--- src/rtl/seek_sequencer_if.sv ---
// Host command / status and step-controller register bus of the seek sequencer.
// slave = sequencer side, master = host plus step controller (or a testbench).
// Optional DOUBLE_STEP input exists only when SEEK_SEQ_DOUBLE_STEP_EN is defined.
interface seek_sequencer_if #(
  parameter int TRACK_W = 8
) ();
  logic               cmd_seek;
  logic               cmd_recal;
  logic [TRACK_W-1:0] target;
`ifdef SEEK_SEQ_DOUBLE_STEP_EN
  logic               double_step;
`endif
  logic               busy;
  logic               done;
  logic [1:0]         err_code;
  logic [TRACK_W-1:0] cur_track;
  logic               track_valid;
  logic [7:0]         sc_ctlbyte;
  logic               sc_write_ext;
  logic               sc_write_cmd;
  logic               sc_is_stepping;
  logic               sc_track0_hit;

  modport slave (
`ifdef SEEK_SEQ_DOUBLE_STEP_EN
    input  double_step,
`endif
    input  cmd_seek, cmd_recal, target, sc_is_stepping, sc_track0_hit,
    output busy, done, err_code, cur_track, track_valid,
    output sc_ctlbyte, sc_write_ext, sc_write_cmd
  );

  modport master (
`ifdef SEEK_SEQ_DOUBLE_STEP_EN
    output double_step,
`endif
    output cmd_seek, cmd_recal, target, sc_is_stepping, sc_track0_hit,
    input  busy, done, err_code, cur_track, track_valid,
    input  sc_ctlbyte, sc_write_ext, sc_write_cmd
  );
endinterface

--- src/rtl/seek_sequencer.sv ---
// Head-positioning sequencer: turns SEEK/RECAL into step-controller register writes,
// waits for stepping plus head settle, tracks the absolute head position.
// Optional macro SEEK_SEQ_DOUBLE_STEP_EN adds double_step (2 physical steps per track).
module seek_sequencer #(
  parameter int                  TRACK_W       = 8,
  parameter int                  SETTLE_W      = 16,
  parameter logic [SETTLE_W-1:0] SETTLE_CYCLES = 16'd15000
) (
  input logic            clk,
  input logic            rst,
  seek_sequencer_if.slave bus
);

  typedef enum logic [2:0] {
    IDLE, CALC, LOAD_EXT, LOAD_CMD, WAIT_START, WAIT_DONE, SETTLE, FINISH
  } state_t;

  localparam logic [SETTLE_W-1:0] SETTLE_LAST = SETTLE_CYCLES - 1'b1;

  state_t              state, next_state;
  logic [TRACK_W-1:0]  tgt;
  logic                is_recal;
  logic                dir;
  logic [14:0]         count;
  logic [SETTLE_W-1:0] settle_cnt;
  logic [TRACK_W-1:0]  cur_track;
  logic                track_valid;
  logic [1:0]          err_code;
`ifdef SEEK_SEQ_DOUBLE_STEP_EN
  logic                dbl;
`endif

  logic                calc_dir;
  logic [TRACK_W-1:0]  diff;
  logic [14:0]         calc_steps;
  logic [14:0]         calc_count;
  logic [7:0]          ctlbyte;
  logic                write_ext;
  logic                write_cmd;

  // Direction and programmed count (steps-1) from the latched command and current track
  always_comb begin
    calc_dir   = 1'b1;
    diff       = '0;
    calc_steps = '0;
    calc_count = 15'h7FFF;
    if (!is_recal) begin
      if (tgt > cur_track) begin
        calc_dir = 1'b0;
        diff     = tgt - cur_track;
      end else begin
        calc_dir = 1'b1;
        diff     = cur_track - tgt;
      end
`ifdef SEEK_SEQ_DOUBLE_STEP_EN
      calc_steps = dbl ? 15'({diff, 1'b0}) : 15'(diff);
`else
      calc_steps = 15'(diff);
`endif
      calc_count = calc_steps - 15'd1;
    end
  end

  // State register
  always_ff @(posedge clk or posedge rst) begin
    if (rst) state <= IDLE;
    else     state <= next_state;
  end

  // Next state and register-bus strobes; ctlbyte is zero whenever no strobe is up
  always_comb begin
    next_state = state;
    ctlbyte    = 8'h00;
    write_ext  = 1'b0;
    write_cmd  = 1'b0;
    case (state)
      IDLE:       if (bus.cmd_seek || bus.cmd_recal) next_state = CALC;
      CALC: begin
        if (is_recal)                next_state = LOAD_EXT;
        else if (!track_valid)       next_state = FINISH;
        else if (tgt == cur_track)   next_state = FINISH;
        else                         next_state = LOAD_EXT;
      end
      LOAD_EXT: begin
        write_ext  = 1'b1;
        ctlbyte    = count[14:7];
        next_state = LOAD_CMD;
      end
      LOAD_CMD: begin
        write_cmd  = 1'b1;
        ctlbyte    = {dir, count[6:0]};
        next_state = WAIT_START;
      end
      WAIT_START: next_state = WAIT_DONE;
      WAIT_DONE: begin
        if (!bus.sc_is_stepping)
          next_state = (SETTLE_CYCLES == '0) ? FINISH : SETTLE;
      end
      SETTLE:     if (settle_cnt == SETTLE_LAST) next_state = FINISH;
      FINISH:     next_state = IDLE;
      default:    next_state = IDLE;
    endcase
  end

  // Command latch, step parameters, position and error bookkeeping
  always_ff @(posedge clk or posedge rst) begin
    if (rst) begin
      tgt         <= '0;
      is_recal    <= 1'b0;
      dir         <= 1'b0;
      count       <= '0;
      cur_track   <= '0;
      track_valid <= 1'b0;
      err_code    <= 2'b00;
`ifdef SEEK_SEQ_DOUBLE_STEP_EN
      dbl         <= 1'b0;
`endif
    end else begin
      case (state)
        IDLE: if (bus.cmd_seek || bus.cmd_recal) begin
          is_recal <= bus.cmd_recal;
          tgt      <= bus.target;
          err_code <= 2'b00;
`ifdef SEEK_SEQ_DOUBLE_STEP_EN
          dbl      <= bus.double_step;
`endif
        end
        CALC: begin
          dir   <= calc_dir;
          count <= calc_count;
          if (!is_recal && !track_valid) err_code <= 2'b01;
        end
        WAIT_DONE: if (!bus.sc_is_stepping) begin
          if (is_recal) begin
            if (bus.sc_track0_hit) begin
              cur_track   <= '0;
              track_valid <= 1'b1;
              err_code    <= 2'b00;
            end else begin
              track_valid <= 1'b0;
              err_code    <= 2'b10;
            end
          end else if (dir && bus.sc_track0_hit && (tgt != '0)) begin
            // Reached the stop before the target: the head is really at track 0
            cur_track <= '0;
            err_code  <= 2'b11;
          end else begin
            cur_track <= tgt;
            err_code  <= 2'b00;
          end
        end
        default: ;
      endcase
    end
  end

  // Head-settle counter, runs only while in SETTLE
  always_ff @(posedge clk or posedge rst) begin
    if (rst)                 settle_cnt <= '0;
    else if (state == SETTLE) settle_cnt <= settle_cnt + 1'b1;
    else                     settle_cnt <= '0;
  end

  assign bus.busy         = (state != IDLE) && (state != FINISH);
  assign bus.done         = (state == FINISH);
  assign bus.err_code     = err_code;
  assign bus.cur_track    = cur_track;
  assign bus.track_valid  = track_valid;
  assign bus.sc_ctlbyte   = ctlbyte;
  assign bus.sc_write_ext = write_ext;
  assign bus.sc_write_cmd = write_cmd;

endmodule
--- src/flat_wrapper.sv ---
// flat-port wrapper written by rule: the top's interface ports become plain ports
module seek_sequencer_flat 
#(
  parameter int                  TRACK_W       = 8,
  parameter int                  SETTLE_W      = 16,
  parameter logic [SETTLE_W-1:0] SETTLE_CYCLES = 16'd15000
)
  (clk, rst, bus_cmd_seek, bus_cmd_recal, bus_target, bus_sc_is_stepping, bus_sc_track0_hit, bus_busy, bus_done, bus_err_code, bus_cur_track, bus_track_valid, bus_sc_ctlbyte, bus_sc_write_ext, bus_sc_write_cmd);
  seek_sequencer_if #(.TRACK_W(TRACK_W)) bus_i ();
  input logic clk;
  input logic rst;
  input wire logic [$bits(bus_i.cmd_seek)-1:0] bus_cmd_seek;
  input wire logic [$bits(bus_i.cmd_recal)-1:0] bus_cmd_recal;
  input wire logic [$bits(bus_i.target)-1:0] bus_target;
  input wire logic [$bits(bus_i.sc_is_stepping)-1:0] bus_sc_is_stepping;
  input wire logic [$bits(bus_i.sc_track0_hit)-1:0] bus_sc_track0_hit;
  output wire logic [$bits(bus_i.busy)-1:0] bus_busy;
  output wire logic [$bits(bus_i.done)-1:0] bus_done;
  output wire logic [$bits(bus_i.err_code)-1:0] bus_err_code;
  output wire logic [$bits(bus_i.cur_track)-1:0] bus_cur_track;
  output wire logic [$bits(bus_i.track_valid)-1:0] bus_track_valid;
  output wire logic [$bits(bus_i.sc_ctlbyte)-1:0] bus_sc_ctlbyte;
  output wire logic [$bits(bus_i.sc_write_ext)-1:0] bus_sc_write_ext;
  output wire logic [$bits(bus_i.sc_write_cmd)-1:0] bus_sc_write_cmd;
  assign bus_i.cmd_seek = bus_cmd_seek;
  assign bus_i.cmd_recal = bus_cmd_recal;
  assign bus_i.target = bus_target;
  assign bus_i.sc_is_stepping = bus_sc_is_stepping;
  assign bus_i.sc_track0_hit = bus_sc_track0_hit;
  assign bus_busy = bus_i.busy;
  assign bus_done = bus_i.done;
  assign bus_err_code = bus_i.err_code;
  assign bus_cur_track = bus_i.cur_track;
  assign bus_track_valid = bus_i.track_valid;
  assign bus_sc_ctlbyte = bus_i.sc_ctlbyte;
  assign bus_sc_write_ext = bus_i.sc_write_ext;
  assign bus_sc_write_cmd = bus_i.sc_write_cmd;
  seek_sequencer #(.TRACK_W(TRACK_W), .SETTLE_W(SETTLE_W), .SETTLE_CYCLES(SETTLE_CYCLES)) u_core (.clk(clk), .rst(rst), .bus(bus_i));
endmodule
--- config.mk ---
export PLATFORM = sky130hd
export DESIGN_NAME = seek_sequencer_flat
export DESIGN_NICKNAME = d
export VERILOG_FILES = /design/src/rtl/seek_sequencer_if.sv /design/src/rtl/seek_sequencer.sv /design/src/flat_wrapper.sv
export SDC_FILE = /design/constraint.sdc
export NUM_CORES = 1
export LEC_CHECK = 0
export BUFFER_PORTS_ARGS = -buffer_cell sky130_fd_sc_hd__buf_2
export CAP_MARGIN = 0
export CORE_ASPECT_RATIO = 1.1
export CORE_MARGIN = 3
export CORE_UTILIZATION = 25
export CTS_CLUSTER_DIAMETER = 120
export DETAILED_ROUTE_END_ITERATION = 6
export PLACE_DENSITY_LB_ADDON = 0.2
export SYNTH_ARGS = -nofsm -noshare
export SYNTH_HDL_FRONTEND = slang
export SYNTH_SLANG_ARGS = --single-unit
--- constraint.sdc ---
create_clock -name clk -period 2.4 [get_ports clk]
set_input_delay 0.36 -clock clk [delete_from_list [all_inputs] [get_ports clk]]
set_output_delay 0.36 -clock clk [all_outputs]
set_load 0.02 [all_outputs]
==> impl_summary.md <==
Route
Dividing the detail-routed via count by the number of cells gives 4.696. The via count is 2733. The detailed router finished its first iteration with 97 violations.

The sum of routed wire length over all layers is 8468 um. Once detail routing completed, the nets flagged for antenna violations numbered 0. The number of detailed-route iterations in the first pass is 4. Dividing the detail-routed wire length by the instance count gives 14.55 um. The residual DRC count is 0.

Floorplan
In this run the horizontal extent of the chip is 112.7 um. The core footprint is 0.01214 sq mm. The floorplan row count is 42. The die is 123.3 um tall. The die outline area is 0.01390 sq mm. The effective utilization at floorplan is 25.78%. The I/O pin count is 37.

Critical path
The required time at the endpoint of the critical path is 2.61 ns. The top fanout value on the critical path is 4. The critical path in this run is classified as reg -> reg. STA puts the critical path data arrival time at 2.80 ns. The type of element launching the critical path is a flop.

The worst setup path is captured at a flop.

Final layout
In the layout the commonest cells are buf_4 (56), dfrtp_1 (41), buf_2 (36). The number of nets in the layout is 464. Of the cells placed in the final design, the portion with a size suffix greater than 1 is 35.05%.

0 antenna diodes ended up in the layout. Leaving out filler cells and counting taps, the final layout contains 582. The area added between synthesis and finish is 35.59%.

The library cell used most frequently in the layout, excluding fill and tap cells, is buf_4. The post-route core utilization is 34.95%.

Timing
Setup repair after global routing could not meet its margin everywhere. Headroom to the max-slew limit came out at 46.87%. At the pin with the least slew margin, the transition time is 0.7916 ns. Of the available clock period, the critical path in the final layout requires 107.9%. The number of endpoints with negative hold slack in the final report is 0.

The maximum clock frequency is 386.3 MHz. The worst hold slack is 0.01410 ns. The number of setup violations in the final report is 6. The clock period minus worst slack is 2.589 ns.

The count of pins over their slew limit is 0. The final worst-path setup slack is -0.1885 ns. Between clock sinks in the finished design, the worst skew comes to 0.007306 ns.

After routing, the total negative slack on setup checks comes to -0.6216 ns.

Power
Of the total power, registers draw 46.5%. The share of total power dissipated in the clock network is 51.6%. The analysis attributes to net switching a power of 0.0003434 W. The cell leakage power is 2.058 nW. Of the total power, the share spent switching nets is 19.35%. The post-route total power is 0.001774 W. The internal power contribution is 0.001431 W. Dividing total power by cell area gives a power density of 418.2 mW/mm^2. The maximum VDD drop is 0.2578 mV. Combinational logic burns 1.8% of the power.

CTS
TritonCTS created 5 clock buffers. Clock tree synthesis found a total of 49 sinks. The clock latency at the later pin of the worst-skew pair is 0.29 ns.

The depth of the CTS H-tree is 2. CTS placed an instance of clkbuf_16 at the clock tree root. In this run the deepest clock path goes through 2 buffers.

The clock tree from TritonCTS is built. The register clock-pin slew on the reported worst setup and hold paths is 0.07 ns. The number of buffers added to fix hold violations after cts is 0.

Global routing
The residual overflow from global routing is 0. The via count of the first global-routing pass is 2768. The global router's overall resource usage is 12.58%. The first global-routing pass estimated 14130 um of wire.

The number of antenna violations at the first check in global routing is 0. The largest net degree at the start of global routing is 23.

Synth
Synthesis produced a netlist with a net count of 375. The fraction of registers with async set or reset after synthesis is 100.0%. The mapped netlist covers 0.003129 sq mm. The synthesized area per cell is 9.258 sq um. The sequential area share after synthesis is 39.18%. The synthesized design contains 49 register bits.

Counting every instance in the synthesized netlist gives 338. Counting flops with a built-in enable in the synthesized netlist gives 0. The number of distinct library cell variants in the gate-level netlist after synthesis is 52. Yosys printed 0 warnings.

The most used flip-flop cell after synthesis is dfrtp_1.

Min path
The tightest min-delay check is of the in -> async type.

Status
The checks that failed: negative setup slack. The flow ran to the end, but the final reports show violations.

Placed design
In this run the tool buffered the top-level ports with 36 buffer cells. After detailed placement, the design holds a cell count of 567. Routability-driven placement finished with a final weighted congestion of 0.7839. The final HPWL from detailed placement is 6517 um.

Flow run
Across the run, the number of max-cap violations was 0.
final cells by class:
cell class	count	area (sq um)
fill	1293	7896
multi-input combinational	254	1922
sequential	49	1236
timing repair buffer	93	611.8
tap	154	192.7
clock buffer	5	125.1
inverter	24	90.09
clock inverter	3	65.06
power by group through the flow:
stage                     combinational (W)  clock (W)  sequential, W
final                             0.0000328   0.000916       0.000825
after global routing              0.0000388   0.000974       0.000825
after CTS                         0.0000347   0.000945       0.000825
after detailed placement          0.0000345          0       0.000841
after global placement            0.0000342          0       0.000841
after floorplan                   0.0000126          0       0.000841
repair_timing:
item / CTS / global route
pin swaps: 9 / 7
setup endpoints to repair: 7 / 14
setup buffers: 5 / 2
gates resized for setup: 19 / 12
worst paths after layout:
path | start | end | slack, ns | depth (start not counted)
max | u_core.bus.cur_track[0] | u_core.count[7] | -0.19 | 12
max in group asynchronous | rst | u_core.count[4] | 1.77 | 3
min reg2reg | u_core.settle_cnt[0] | u_core.settle_cnt[0] | 0.48 | 1
min in group clk | bus_target[4] | u_core.tgt[4] | 0.27 | 3
max reg2reg | u_core.bus.cur_track[0] | u_core.count[7] | -0.19 | 12
min | rst | u_core.settle_cnt[10] | 0.01 | 2
kinds of logic (layout without fill, tap and decap cells):
family,after synthesis,count (layout),share of synthesized area [%]
buffers and inverters,35,125,4.718
XOR/XNOR,20,20,5.838
flip-flops,49,49,39.18
AO/OA/AOI/OAI,93,93,19.71
multiplexers,7,7,2.479
adder cells (fa/ha/maj),23,23,9.676
AND/OR/NAND/NOR,111,111,18.39
state kept, by name, summed over array words and instances, names as in the netlist:
register	flops
u_core.bus.cur_track	8
u_core.state	3
u_core.tgt	8
u_core.bus.err_code	2
u_core.dir	1
u_core.bus.track_valid	1
u_core.is_recal	1
u_core.count	9
u_core.settle_cnt	16
Yosys cell counts, types with 8 or more instances:
cell / n / area (sq um)
a21o_1: 14 / 105.1
a21oi_1: 19 / 95.09
a22o_1: 10 / 87.58
dfrtp_1: 49 / 1226
ha_1: 21 / 262.8
inv_1: 24 / 90.09
nand2_1: 22 / 82.58
nand3_1: 12 / 60.06
nor2_1: 34 / 127.6
o21ai_0: 20 / 100.1
xnor2_1: 8 / 70.07
xor2_1: 11 / 96.34
stage by stage:
stage | setup WS (ns) | instance area, sq um
2_1_floorplan | -0.1628 | 3174
3_3_place_gp | -0.2010 | 3859
3_5_place_dp | -0.2901 | 3859
4_1_cts | -0.1732 | 4177
5_1_grt | -0.3244 | 4243
6_report | -0.1885 | 4243
worst max-delay path, stage by stage (launching register included):
cell and delay (ns):
dfrtp_2 0.43, inv_1 0.07, ha_1 0.17, inv_1 0.06, fa_2 0.35, a21o_1 0.16
a21o_1 0.18, mux2_2 0.28, nand3_1 0.09, nand3_1 0.10, xor2_2 0.19, or2_1 0.25
a211oi_2 0.16
metal layers:
metal | wire length [um] | up-vias | track usage, %
met5 | 0 | - | 0
met4 | 102 | 0 | 4.057
met3 | 272 | 5 | 1.909
met2 | 3798 | 41 | 20.22
met1 | 4295 | 1315 | 17.40
li1 | - | 1372 | -
(Power assumes the default switching activity.)
